File: src/rtl/opb_register_simulink2ppc_pkg.sv
// Shared definitions for the Simulink-to-PPC OPB register block:
// register offsets, STATUS/CTRL bit positions, handshake states and
// the STATUS packing helper.
package opb_register_simulink2ppc_pkg;

    localparam logic [31:0] REG_OFF_DATA   = 32'h0000_0000;
    localparam logic [31:0] REG_OFF_STATUS = 32'h0000_0004;
    localparam logic [31:0] REG_OFF_CTRL   = 32'h0000_0008;

    localparam int STATUS_NEW_BIT  = 16;
    localparam int STATUS_OVR_BIT  = 17;
    localparam int CTRL_FREEZE_BIT = 0;
    localparam int CTRL_CLEAR_BIT  = 1;

    typedef enum logic [1:0] {
        ST_IDLE = 2'd0,
        ST_ACK  = 2'd1,
        ST_WAIT = 2'd2
    } opb_state_e;

    // Assemble the STATUS word; bits above the overrun flag read as zero.
    function automatic logic [31:0] pack_status(input logic [15:0] count,
                                                input logic        new_data,
                                                input logic        overrun);
        logic [31:0] word;
        word                 = 32'h0000_0000;
        word[15:0]           = count;
        word[STATUS_NEW_BIT] = new_data;
        word[STATUS_OVR_BIT] = overrun;
        return word;
    endfunction

endpackage

File: src/rtl/opb_register_simulink2ppc_if.sv
// OPB slave-side signal bundle. Vectors keep the bus's big-endian
// numbering: bit 0 is the MSB.
interface opb_register_simulink2ppc_if;
    logic [0:31] OPB_ABus;
    logic [0:3]  OPB_BE;
    logic [0:31] OPB_DBus;
    logic        OPB_RNW;
    logic        OPB_select;
    logic        OPB_seqAddr;
    logic [0:31] Sl_DBus;
    logic        Sl_xferAck;
    logic        Sl_errAck;
    logic        Sl_retry;
    logic        Sl_toutSup;

    modport master (
        output OPB_ABus, OPB_BE, OPB_DBus, OPB_RNW, OPB_select, OPB_seqAddr,
        input  Sl_DBus, Sl_xferAck, Sl_errAck, Sl_retry, Sl_toutSup
    );

    modport slave (
        input  OPB_ABus, OPB_BE, OPB_DBus, OPB_RNW, OPB_select, OPB_seqAddr,
        output Sl_DBus, Sl_xferAck, Sl_errAck, Sl_retry, Sl_toutSup
    );
endinterface

File: src/rtl/opb_s2p_capture.sv
// Fabric-side capture of user_data_in with capture counter, new-data flag
// and sticky overrun flag. A clear dominates everything except the DATA
// word itself, which still captures.
module opb_s2p_capture
    import opb_register_simulink2ppc_pkg::*;
(
    input  logic        clk,
    input  logic        rst_n,
    input  logic [31:0] data_in,
    input  logic        data_valid,
    input  logic        freeze,
    input  logic        clear,
    input  logic        data_read,
    output logic [31:0] data_out,
    output logic [31:0] status_out
);

    logic [31:0] data_r;
    logic [15:0] count_r;
    logic        new_r;
    logic        ovr_r;
    logic        capture_s;

    assign capture_s  = data_valid & ~freeze;
    assign data_out   = data_r;
    assign status_out = pack_status(count_r, new_r, ovr_r);

    // Capture register, counter and flags; a coincident DATA read keeps new-data set.
    always_ff @(posedge clk or negedge rst_n) begin
        if (!rst_n) begin
            data_r  <= 32'h0000_0000;
            count_r <= 16'h0000;
            new_r   <= 1'b0;
            ovr_r   <= 1'b0;
        end else begin
            if (capture_s) begin
                data_r <= data_in;
            end
            if (clear) begin
                count_r <= 16'h0000;
                new_r   <= 1'b0;
                ovr_r   <= 1'b0;
            end else if (capture_s) begin
                count_r <= count_r + 16'd1;
                new_r   <= 1'b1;
                if (new_r && !data_read) begin
                    ovr_r <= 1'b1;
                end
            end else if (data_read) begin
                new_r <= 1'b0;
            end
        end
    end

endmodule

File: src/rtl/opb_register_simulink2ppc.sv
// OPB slave exposing a captured fabric word: DATA (RO), STATUS (RO) and
// CTRL (freeze / self-clearing clear). One ack per select assertion; the
// read word and all side effects are taken on the IDLE->ACK edge.
module opb_register_simulink2ppc
    import opb_register_simulink2ppc_pkg::*;
#(
    parameter logic [31:0] C_BASEADDR   = 32'h0000_0000,
    parameter logic [31:0] C_HIGHADDR   = 32'h0000_00FF,
    parameter int          C_OPB_AWIDTH = 32,
    parameter int          C_OPB_DWIDTH = 32,
    parameter              C_FAMILY     = "virtex6"
) (
    input  logic                         OPB_Clk,
    input  logic                         OPB_Rst_n,
    opb_register_simulink2ppc_if.slave   bus,
    input  logic [31:0]                  user_data_in,
    input  logic                         user_data_valid
);

    localparam logic [C_OPB_AWIDTH-1:0] WIN_SPAN = C_OPB_AWIDTH'(C_HIGHADDR - C_BASEADDR);

    opb_state_e                state_r;
    opb_state_e                state_nxt_s;
    logic [C_OPB_AWIDTH-1:0]   addr_s;
    logic [C_OPB_AWIDTH-1:0]   offset_s;
    logic [C_OPB_DWIDTH-1:0]   wdata_s;
    logic [C_OPB_DWIDTH-1:0]   rd_mux_s;
    logic [C_OPB_DWIDTH-1:0]   sl_dbus_r;
    logic [31:0]               data_s;
    logic [31:0]               status_s;
    logic                      xfer_ack_r;
    logic                      freeze_r;
    logic                      in_window_s;
    logic                      start_s;
    logic                      ctrl_wr_s;
    logic                      clear_s;
    logic                      data_rd_s;
    logic                      unused_bits_s;

    // Whole-vector assignment maps big-endian bus bit 0 onto register bit 31.
    assign addr_s      = bus.OPB_ABus;
    assign wdata_s     = bus.OPB_DBus;
    assign offset_s    = addr_s - C_BASEADDR[C_OPB_AWIDTH-1:0];
    assign in_window_s = (offset_s <= WIN_SPAN);

    assign bus.Sl_DBus    = sl_dbus_r;
    assign bus.Sl_xferAck = xfer_ack_r;
    assign bus.Sl_errAck  = 1'b0;
    assign bus.Sl_retry   = 1'b0;
    assign bus.Sl_toutSup = 1'b0;

    assign unused_bits_s = ^{bus.OPB_seqAddr, bus.OPB_BE[0:2], wdata_s[C_OPB_DWIDTH-1:2]};

    // Address decode, transfer start strobes and read-data selection.
    always_comb begin
        start_s   = 1'b0;
        ctrl_wr_s = 1'b0;
        clear_s   = 1'b0;
        data_rd_s = 1'b0;
        rd_mux_s  = {C_OPB_DWIDTH{1'b0}};
        if ((state_r == ST_IDLE) && bus.OPB_select && in_window_s) begin
            start_s = 1'b1;
        end else begin
            start_s = 1'b0;
        end
        // BE[3] is the lane carrying register bits [7:0].
        if (start_s && !bus.OPB_RNW && (offset_s == REG_OFF_CTRL) && bus.OPB_BE[3]) begin
            ctrl_wr_s = 1'b1;
            clear_s   = wdata_s[CTRL_CLEAR_BIT];
        end else begin
            ctrl_wr_s = 1'b0;
            clear_s   = 1'b0;
        end
        if (start_s && bus.OPB_RNW && (offset_s == REG_OFF_DATA)) begin
            data_rd_s = 1'b1;
        end else begin
            data_rd_s = 1'b0;
        end
        case (offset_s)
            REG_OFF_DATA:   rd_mux_s = data_s;
            REG_OFF_STATUS: rd_mux_s = status_s;
            REG_OFF_CTRL:   rd_mux_s = {{(C_OPB_DWIDTH-1){1'b0}}, freeze_r};
            default:        rd_mux_s = {C_OPB_DWIDTH{1'b0}};
        endcase
    end

    // Handshake next-state: one ACK cycle, then hold in WAIT until select drops.
    always_comb begin
        state_nxt_s = state_r;
        case (state_r)
            ST_IDLE: begin
                if (start_s) begin
                    state_nxt_s = ST_ACK;
                end else begin
                    state_nxt_s = ST_IDLE;
                end
            end
            ST_ACK:  state_nxt_s = ST_WAIT;
            ST_WAIT: begin
                if (!bus.OPB_select) begin
                    state_nxt_s = ST_IDLE;
                end else begin
                    state_nxt_s = ST_WAIT;
                end
            end
            default: state_nxt_s = ST_IDLE;
        endcase
    end

    // Handshake state register.
    always_ff @(posedge OPB_Clk or negedge OPB_Rst_n) begin
        if (!OPB_Rst_n) begin
            state_r <= ST_IDLE;
        end else begin
            state_r <= state_nxt_s;
        end
    end

    // Registered bus outputs: ack and read data only during the ACK cycle.
    always_ff @(posedge OPB_Clk or negedge OPB_Rst_n) begin
        if (!OPB_Rst_n) begin
            xfer_ack_r <= 1'b0;
            sl_dbus_r  <= {C_OPB_DWIDTH{1'b0}};
        end else begin
            xfer_ack_r <= start_s;
            sl_dbus_r  <= start_s ? rd_mux_s : {C_OPB_DWIDTH{1'b0}};
        end
    end

    // CTRL freeze bit; the clear bit is a one-shot strobe and is not stored.
    always_ff @(posedge OPB_Clk or negedge OPB_Rst_n) begin
        if (!OPB_Rst_n) begin
            freeze_r <= 1'b0;
        end else if (ctrl_wr_s) begin
            freeze_r <= wdata_s[CTRL_FREEZE_BIT];
        end
    end

    opb_s2p_capture u_capture (
        .clk        (OPB_Clk),
        .rst_n      (OPB_Rst_n),
        .data_in    (user_data_in),
        .data_valid (user_data_valid),
        .freeze     (freeze_r),
        .clear      (clear_s),
        .data_read  (data_rd_s),
        .data_out   (data_s),
        .status_out (status_s)
    );

endmodule

File: src/flat_wrapper.sv
// flat-port wrapper written by rule: the top's interface ports become plain ports
module opb_register_simulink2ppc_flat import opb_register_simulink2ppc_pkg::*;
#(
    parameter logic [31:0] C_BASEADDR   = 32'h0000_0000,
    parameter logic [31:0] C_HIGHADDR   = 32'h0000_00FF,
    parameter int          C_OPB_AWIDTH = 32,
    parameter int          C_OPB_DWIDTH = 32,
    parameter              C_FAMILY     = "       "
)
  (OPB_Clk, OPB_Rst_n, user_data_in, user_data_valid, bus_OPB_ABus, bus_OPB_BE, bus_OPB_DBus, bus_OPB_RNW, bus_OPB_select, bus_OPB_seqAddr, bus_Sl_DBus, bus_Sl_xferAck, bus_Sl_errAck, bus_Sl_retry, bus_Sl_toutSup);
  opb_register_simulink2ppc_if bus_i ();
  input  logic OPB_Clk;
  input  logic OPB_Rst_n;
  input  logic [31:0] user_data_in;
  input  logic user_data_valid;
  input wire logic [$bits(bus_i.OPB_ABus)-1:0] bus_OPB_ABus;
  input wire logic [$bits(bus_i.OPB_BE)-1:0] bus_OPB_BE;
  input wire logic [$bits(bus_i.OPB_DBus)-1:0] bus_OPB_DBus;
  input wire logic [$bits(bus_i.OPB_RNW)-1:0] bus_OPB_RNW;
  input wire logic [$bits(bus_i.OPB_select)-1:0] bus_OPB_select;
  input wire logic [$bits(bus_i.OPB_seqAddr)-1:0] bus_OPB_seqAddr;
  output wire logic [$bits(bus_i.Sl_DBus)-1:0] bus_Sl_DBus;
  output wire logic [$bits(bus_i.Sl_xferAck)-1:0] bus_Sl_xferAck;
  output wire logic [$bits(bus_i.Sl_errAck)-1:0] bus_Sl_errAck;
  output wire logic [$bits(bus_i.Sl_retry)-1:0] bus_Sl_retry;
  output wire logic [$bits(bus_i.Sl_toutSup)-1:0] bus_Sl_toutSup;
  assign bus_i.OPB_ABus = bus_OPB_ABus;
  assign bus_i.OPB_BE = bus_OPB_BE;
  assign bus_i.OPB_DBus = bus_OPB_DBus;
  assign bus_i.OPB_RNW = bus_OPB_RNW;
  assign bus_i.OPB_select = bus_OPB_select;
  assign bus_i.OPB_seqAddr = bus_OPB_seqAddr;
  assign bus_Sl_DBus = bus_i.Sl_DBus;
  assign bus_Sl_xferAck = bus_i.Sl_xferAck;
  assign bus_Sl_errAck = bus_i.Sl_errAck;
  assign bus_Sl_retry = bus_i.Sl_retry;
  assign bus_Sl_toutSup = bus_i.Sl_toutSup;
  opb_register_simulink2ppc #(.C_BASEADDR(C_BASEADDR), .C_HIGHADDR(C_HIGHADDR), .C_OPB_AWIDTH(C_OPB_AWIDTH), .C_OPB_DWIDTH(C_OPB_DWIDTH), .C_FAMILY(C_FAMILY)) u_core (.OPB_Clk(OPB_Clk), .OPB_Rst_n(OPB_Rst_n), .bus(bus_i), .user_data_in(user_data_in), .user_data_valid(user_data_valid));
endmodule
File: config.mk
export PLATFORM = sky130hd
export DESIGN_NAME = opb_register_simulink2ppc_flat
export DESIGN_NICKNAME = d
export VERILOG_FILES = /design/src/rtl/opb_register_simulink2ppc_pkg.sv /design/src/rtl/opb_register_simulink2ppc_if.sv /design/src/rtl/opb_s2p_capture.sv /design/src/rtl/opb_register_simulink2ppc.sv /design/src/flat_wrapper.sv
export SDC_FILE = /design/constraint.sdc
export NUM_CORES = 1
export LEC_CHECK = 0
export CORE_MARGIN = 5
export CORE_UTILIZATION = 45
export CTS_BUF_LIST = sky130_fd_sc_hd__clkbuf_4
export DETAILED_ROUTE_END_ITERATION = 8
export PLACE_DENSITY = 0.91
export SKIP_LAST_GASP = 1
export SYNTH_ARGS = -nofsm -noshare
export SYNTH_HDL_FRONTEND = slang
export SYNTH_SLANG_ARGS = --single-unit
File: constraint.sdc
create_clock -name OPB_Clk -period 3.7 [get_ports OPB_Clk]
set_input_delay 0.555 -clock OPB_Clk [delete_from_list [all_inputs] [get_ports OPB_Clk]]
set_output_delay 0.555 -clock OPB_Clk [all_outputs]
set_load 0.005 [all_outputs]
=== After elaboration in Yosys (flattened, before gate mapping) ===
Cells that the tools add are included.

* Logic and storage cells: 49
* Output and inout bits: 36
* Bits of input ports: 106
* Flip-flop bits (word level): 86

* Bitwise logic cells: 2
* $lt $le $gt $ge: 1
* Muxes and demuxes: 17
* Reductions and logical operators: 16
* Add/subtract/negate cells: 1
* Eq/ne operators: 4

{| class="wikitable"
|+ Operators with widths
! kind !! number
|-
| case mux 32 bit (3 select lines) || 1
|-
| == test 32 x 3 -> 1 bit (second input constant) || 1
|-
| == test 32 x 4 -> 1 bit (second input constant) || 1
|-
| <= comparator 32 x 8 -> 1 bit (second input constant) || 1
|-
| logical NOT 32 bit || 1
|-
| two-way mux 16 bit || 2
|-
| two-way mux 32 bit || 1
|-
| adder 16 x 1 -> 16 bit (second input constant) || 1
|-
| two-way mux 1 bit || 11
|-
| logical AND 1 bit || 8
|-
| case mux 2 bit (3 select lines) || 1
|-
| nonzero test 2 bit || 2
|-
| nonzero test 3 bit || 1
|-
| == test 2 x 1 -> 1 bit (second input constant) || 1
|-
| == test 2 bit (second input constant) || 1
|-
| logical NOT 1 bit || 2
|-
| logical NOT 2 bit || 1
|-
| two-way mux 2 bit || 1
|-
| AND reduction 2 bit || 1
|-
| bitwise AND 1 bit || 1
|-
| NOT 1 bit || 1
|}

=== Logic depth before layout (Yosys ltp) ===
* Depth after elaboration: 12
* Depth in mapped cells: 6
* Mapped depth without buffers: 5

=== Modules after synthesis ===
Synthesis repeated with hierarchy kept, for this count alone.

* Cells, all modules: 380
* Area total of the unflattened synthesis: 3777.4 µm²

{| class="wikitable"
|+ Modules (own cells, without submodules)
! module !! seq. area each (µm²) !! cells each !! area each (µm²) !! instances
|-
| opb_s2p_capture || 1251.2 || 241 || 2179.6 || 1
|-
| opb_register_simulink2ppc || 900.9 || 139 || 1597.8 || 1
|}

=== Worst setup path after synthesis ===
Ideal clock, no wire load.

* Path type: in2reg
* From: input port bus_OPB_ABus[30]
* To: register u_core.sl_dbus_r[17], in the netlist u_core.bus.Sl_DBus[14]
* Data arrival time: 1952 ps
* Setup slack: 1677 ps
* Required time: 3629 ps
* Buffers on the path: 2
* Stages: 6
* Setup time: 71 ps
* Cells stage by stage: nor4b_4 > nand4_4 > or4_4 > buf_6 > buf_12 > nor2_4

* Longest elaborated chain between the ends: 4
* Elaborated cells on any way between the ends: 8
* Those cells by class: 1 x order compare; 2 x eq/ne; 3 x mux; 2 x reduce/logical

{| class="wikitable"
|+ RTL lines
! element !! RTL line !! RTL
|-
| start: declaration || flat_wrapper.sv:16 || <nowiki>input wire logic [$bits(bus_i.OPB_ABus)-1:0] bus_OPB_ABus;</nowiki>
|-
| <= comparator 32 x 8 -> 1 bit || opb_register_simulink2ppc.sv:44 || <nowiki>assign in_window_s = (offset_s <= WIN_SPAN);</nowiki>
|-
| logical AND 1 bit || opb_register_simulink2ppc.sv:61 || <nowiki>if ((state_r == ST_IDLE) && bus.OPB_select && in_window_s) begin</nowiki>
|-
| two-way mux 1 bit || opb_register_simulink2ppc.sv:61 ||
|-
| two-way mux 32 bit (*) || opb_register_simulink2ppc.sv:126 || <nowiki>sl_dbus_r <= start_s ? rd_mux_s : {C_OPB_DWIDTH{1'b0}};</nowiki>
|-
| end signal: assignment || opb_register_simulink2ppc.sv:123 || <nowiki>sl_dbus_r <= {C_OPB_DWIDTH{1'b0}};</nowiki>
|-
| end signal: assignment || opb_register_simulink2ppc.sv:126 ||
|-
| end: declaration || opb_register_simulink2ppc.sv:28 || <nowiki>logic [C_OPB_DWIDTH-1:0] sl_dbus_r;</nowiki>
|}

Mark *: on every way between the ends. The rest lies on a longest branch, timed or not.
A chain may end at the register's enable or synchronous reset.

=== Final worst setup path ===
* From: input port bus_OPB_ABus[23]
* To: register u_core.u_capture.new_r

* Longest elaborated chain between the ends: 8
* Elaborated cells on any way between the ends: 14
* Those cells by class: 1 x order compare; 1 x eq/ne; 4 x mux; 8 x reduce/logical

{| class="wikitable"
|+ RTL lines
! element !! RTL line !! RTL
|-
| <= comparator 32 x 8 -> 1 bit || opb_register_simulink2ppc.sv:44 ||
|-
| logical AND 1 bit || opb_register_simulink2ppc.sv:61 ||
|-
| two-way mux 1 bit || opb_register_simulink2ppc.sv:61 ||
|-
| logical AND 1 bit (3 in a row) || opb_register_simulink2ppc.sv:67 || <nowiki>if (start_s && !bus.OPB_RNW && (offset_s == REG_OFF_CTRL) && bus.OPB_BE[3]) begin</nowiki>
|-
| two-way mux 1 bit || opb_register_simulink2ppc.sv:67 ||
|-
| nonzero test 3 bit (no line) / two-way mux 1 bit (equally long branches) || n/a ||
|-
| end signal: assignment || opb_s2p_capture.sv:41 || <nowiki>new_r <= 1'b0;</nowiki>
|-
| end signal: assignment || opb_s2p_capture.sv:45 || <nowiki>new_r <= 1'b1;</nowiki>
|-
| end signal: assignment || opb_s2p_capture.sv:50 || <nowiki>new_r <= 1'b0;</nowiki>
|-
| end: declaration || opb_s2p_capture.sv:20 || <nowiki>logic new_r;</nowiki>
|}

Several ways; a longest one is shown, not always the timed one.

==> results.yml <==
status:
  status: "finished clean"
routing:
  firstDrtPassIters: 5
  drt_iter0_drc: 157
  drc_errors: 0
  finalWirelength_mm: 8.435
  detail_route.wl_per_cell_um: 14.93
  avgViaCountPerCell: 4.947
  num_vias: 2795
  ant_nets: 0
synthesis:
  synth-edff-count: 0
  yosys_register_bits: 86
  synth_top_area_share_pct: 57.66
  synth_compound_area_share_pct: 1.978
  synth_top_family_by_area: "simple AND/OR/NAND/NOR gates"
  yosys-top-cells-area: "dfrtp_1, nand2_1, mux2i_1"
  synth_cells: 351
  seq_area_frac_synth_pct: 57.66
  ys_warn_count: 0
  synth_area_mm2: 0.003732
  synth_xor_area_share_pct: 2.816
  synth-adder-area-share_pct: 0.3352
  synth_cell_types: 41
  synth-simple-area-share_pct: 28.66
  synthMuxAreaShare_pct: 5.129
  async_reset_ff_share_pct: 100.0
  synthFlopType: "dfrtp_1"
  yosysTopAreaCell: "dfrtp_1"
  syn_area_per_cell_um2: 10.63
clock_network:
  hold_buffers: 0
  cts_num_sinks: 86
  clkSlewWorstSetupHoldPaths_ps: 130
  cts_buffers: 9
  cts.path.max_buffers: 2
  clock_latency_ps: 430
  htree_levels: 3
  cts_root_buf: "clkbuf_4"
  cts_tree: "built"
  post_cts_buffers: 0
  cts_resized: 0
run:
  drv_cap: 0
setup_path:
  critical_path_depth: 5
  crit_end: "u_core.u_capture.new_r"
  crit_start: "bus_OPB_ABus[23]"
  r2r.worst_path.cells: 4
  path_cells: "clkdlybuf4s50_1, nor4_4, nand4_4, nor4_4, o21ai_0"
  cp.required_ps: 3980
  crit_type: "in2reg"
  crit_top_cell: "nor4_4"
  cp_slowest_cell: "nor4_4"
  cp-end-kind: "register"
  cp_data_arrival_time_ps: 2620
  crit_fanout: 18
  r2r_slack_ps: 1540
  timing.rr.end: "u_core.u_capture.new_r"
  slowest_delay_ps: 880
  crit_family: "simple AND/OR/NAND/NOR gates"
  start_kind: "input pin"
  path_buf_inv: 1
  reg2reg_from: "u_core.state_r[1]"
place:
  placedCellCount: 549
  dpl-instance-area_mm2: 0.004845
  numPortBuffers: 104
  dpl.hpwl_mm: 6.033
  place.gp.congestion: 0.7174
hold_path:
  hp-class: "in2async"
global_route:
  grt_pass1_wl_mm: 13.98
  first_global_vias: 2912
  grt_max_degree: 87
  grt_use_total_pct: 17.69
  antenna_found_initial: 0
  grt_overflow_total: 0
power:
  power.internal_mw: 1.369
  finalPower_mw: 1.887
  leakage_nw: 2.293
  power_per_cell_area_mw_per_mm2: 379.1
  p_sw_share_pct: 27.43
  combinationalPowerShare_pct: 15.1
  pwr-share-seq_pct: 57.3
  p_switching_mw: 0.5177
  clkPwrFrac_pct: 27.6
  vdd_ir_drop_max_mv: 0.1748
sta:
  clock_skew_ps: 15.00
  fin_crit_ps: 2339
  rsz0062_at_grt: "false"
  hold_viol: 0
  setup_tns_ps: 0
  max_slew_margin_pct: 30.22
  slew_violations: 0
  post-route-period-util_pct: 63.23
  tightest_slew_ps: 1047
  setup_viol: 0
  fmax_mhz: 427.4
cells_and_area:
  area.growth.synth_to_final_pct: 33.36
  fin_cells: 565
  nets: 562
  drive_above_1_share_pct: 9.348
  num_antenna_cells: 0
  final_cell_mix: "nand2_1, clkdlybuf4s50_1, dfrtp_1"
  final_area_mm2: 0.004977
  fin_util_pct: 61.19
floorplanning:
  io_pins: 142
  die_w_um: 101.1
  core_mm2: 0.008134
  floorplan.initialDensity_pct: 45.89
  rows: 33
  dieArea_mm2: 0.01022
  die_y_um: 101.1
==> power by group through the flow <==
| stage | Clock, mW | Sequential (mW) | Combinational, mW |
|---|---|---|---|
| 2_1_floorplan | 0 | 1.08 | 0.157 |
| 3_3_place_gp | 0 | 1.09 | 0.277 |
| 3_5_place_dp | 0 | 1.10 | 0.288 |
| 4_1_cts | 0.529 | 1.08 | 0.290 |
| 5_1_grt | 0.565 | 1.09 | 0.322 |
| 6_report | 0.520 | 1.08 | 0.285 |
==> through the flow <==
stage	worst slack (ps)	hold WS [ps]
5_1_grt	1218	395.7
3_5_place_dp	873.8	453.7
4_1_cts	1349	323.2
3_3_place_gp	965.7	450.7
6_report	1361	289.3
2_1_floorplan	1677	259.4
==> how the worst min path moves through the flow <==
stage	startpoint	end	slack, ps	cells after the start
finish	OPB_Rst_n	u_core.bus.Sl_DBus[16]	290	1
global route	OPB_Rst_n	u_core.bus.Sl_DBus[17]	400	1
CTS	OPB_Rst_n	u_core.u_capture.data_out[8]	320	1
detailed placement	u_core.u_capture.data_out[30]	u_core.u_capture.data_out[30]	450	2
global placement	u_core.u_capture.data_out[24]	u_core.u_capture.data_out[24]	450	2
floorplan	OPB_Rst_n	u_core.bus.Sl_DBus[0]	260	0
==> state kept, by name, indices dropped and copies added, names as in the netlist <==
signal / flops
u_core.u_capture.new_r: 1
u_core.bus.Sl_xferAck: 1
u_core.bus.Sl_DBus: 32
u_core.u_capture.count_r: 16
u_core.state_r: 2
u_core.u_capture.data_out: 32
u_core.freeze_r: 1
u_core.u_capture.ovr_r: 1
==> area by class of cell <==
cell class              count  area (µm²)
clock inverters             5       50.05
fillers                   648        3157
flip-flops and latches     86        2152
inverters                   5       18.77
repair buffers            109        1076
multi-input cells         244        1466
well taps                 105       131.4
clock buffers              11       82.58
==> cell families after synthesis <==
family / count (synthesis)
xor gates and xnor gates: 12
adders and majority gates: 1
muxes: 19
DFF: 86
and+or+nand+nor: 196
buffers and inverters: 23
AOI/OAI and AO/OA: 13
other: 1
==> synthesized netlist by cell type, types with 4 or more instances <==
| library cell | instances |
|---|---|
| mux2i_1 | 18 |
| nor2_4 | 10 |
| nand4_1 | 5 |
| clkbuf_1 | 8 |
| nor2_1 | 24 |
| xnor2_1 | 10 |
| dfrtp_1 | 86 |
| nand3_1 | 4 |
| a21oi_1 | 5 |
| nor4_1 | 7 |
| and3_1 | 14 |
| nand2_1 | 103 |
| nor4_4 | 4 |
| o21ai_0 | 5 |
| inv_1 | 5 |
| nor3_1 | 6 |
==> per-layer routing <==
metal | vias up | global-route usage (%) | share of wire (%) | wire length [µm]
li1 | 1375 | - | - | -
met1 | 1331 | 22.15 | 42 | 3535
met2 | 78 | 29.38 | 50 | 4235
met3 | 11 | 5.398 | 6.5 | 547
met4 | 0 | 5.419 | 1.4 | 117
met5 | - | 0 | 0 | 0
Power figures use the tool's default switching activity.
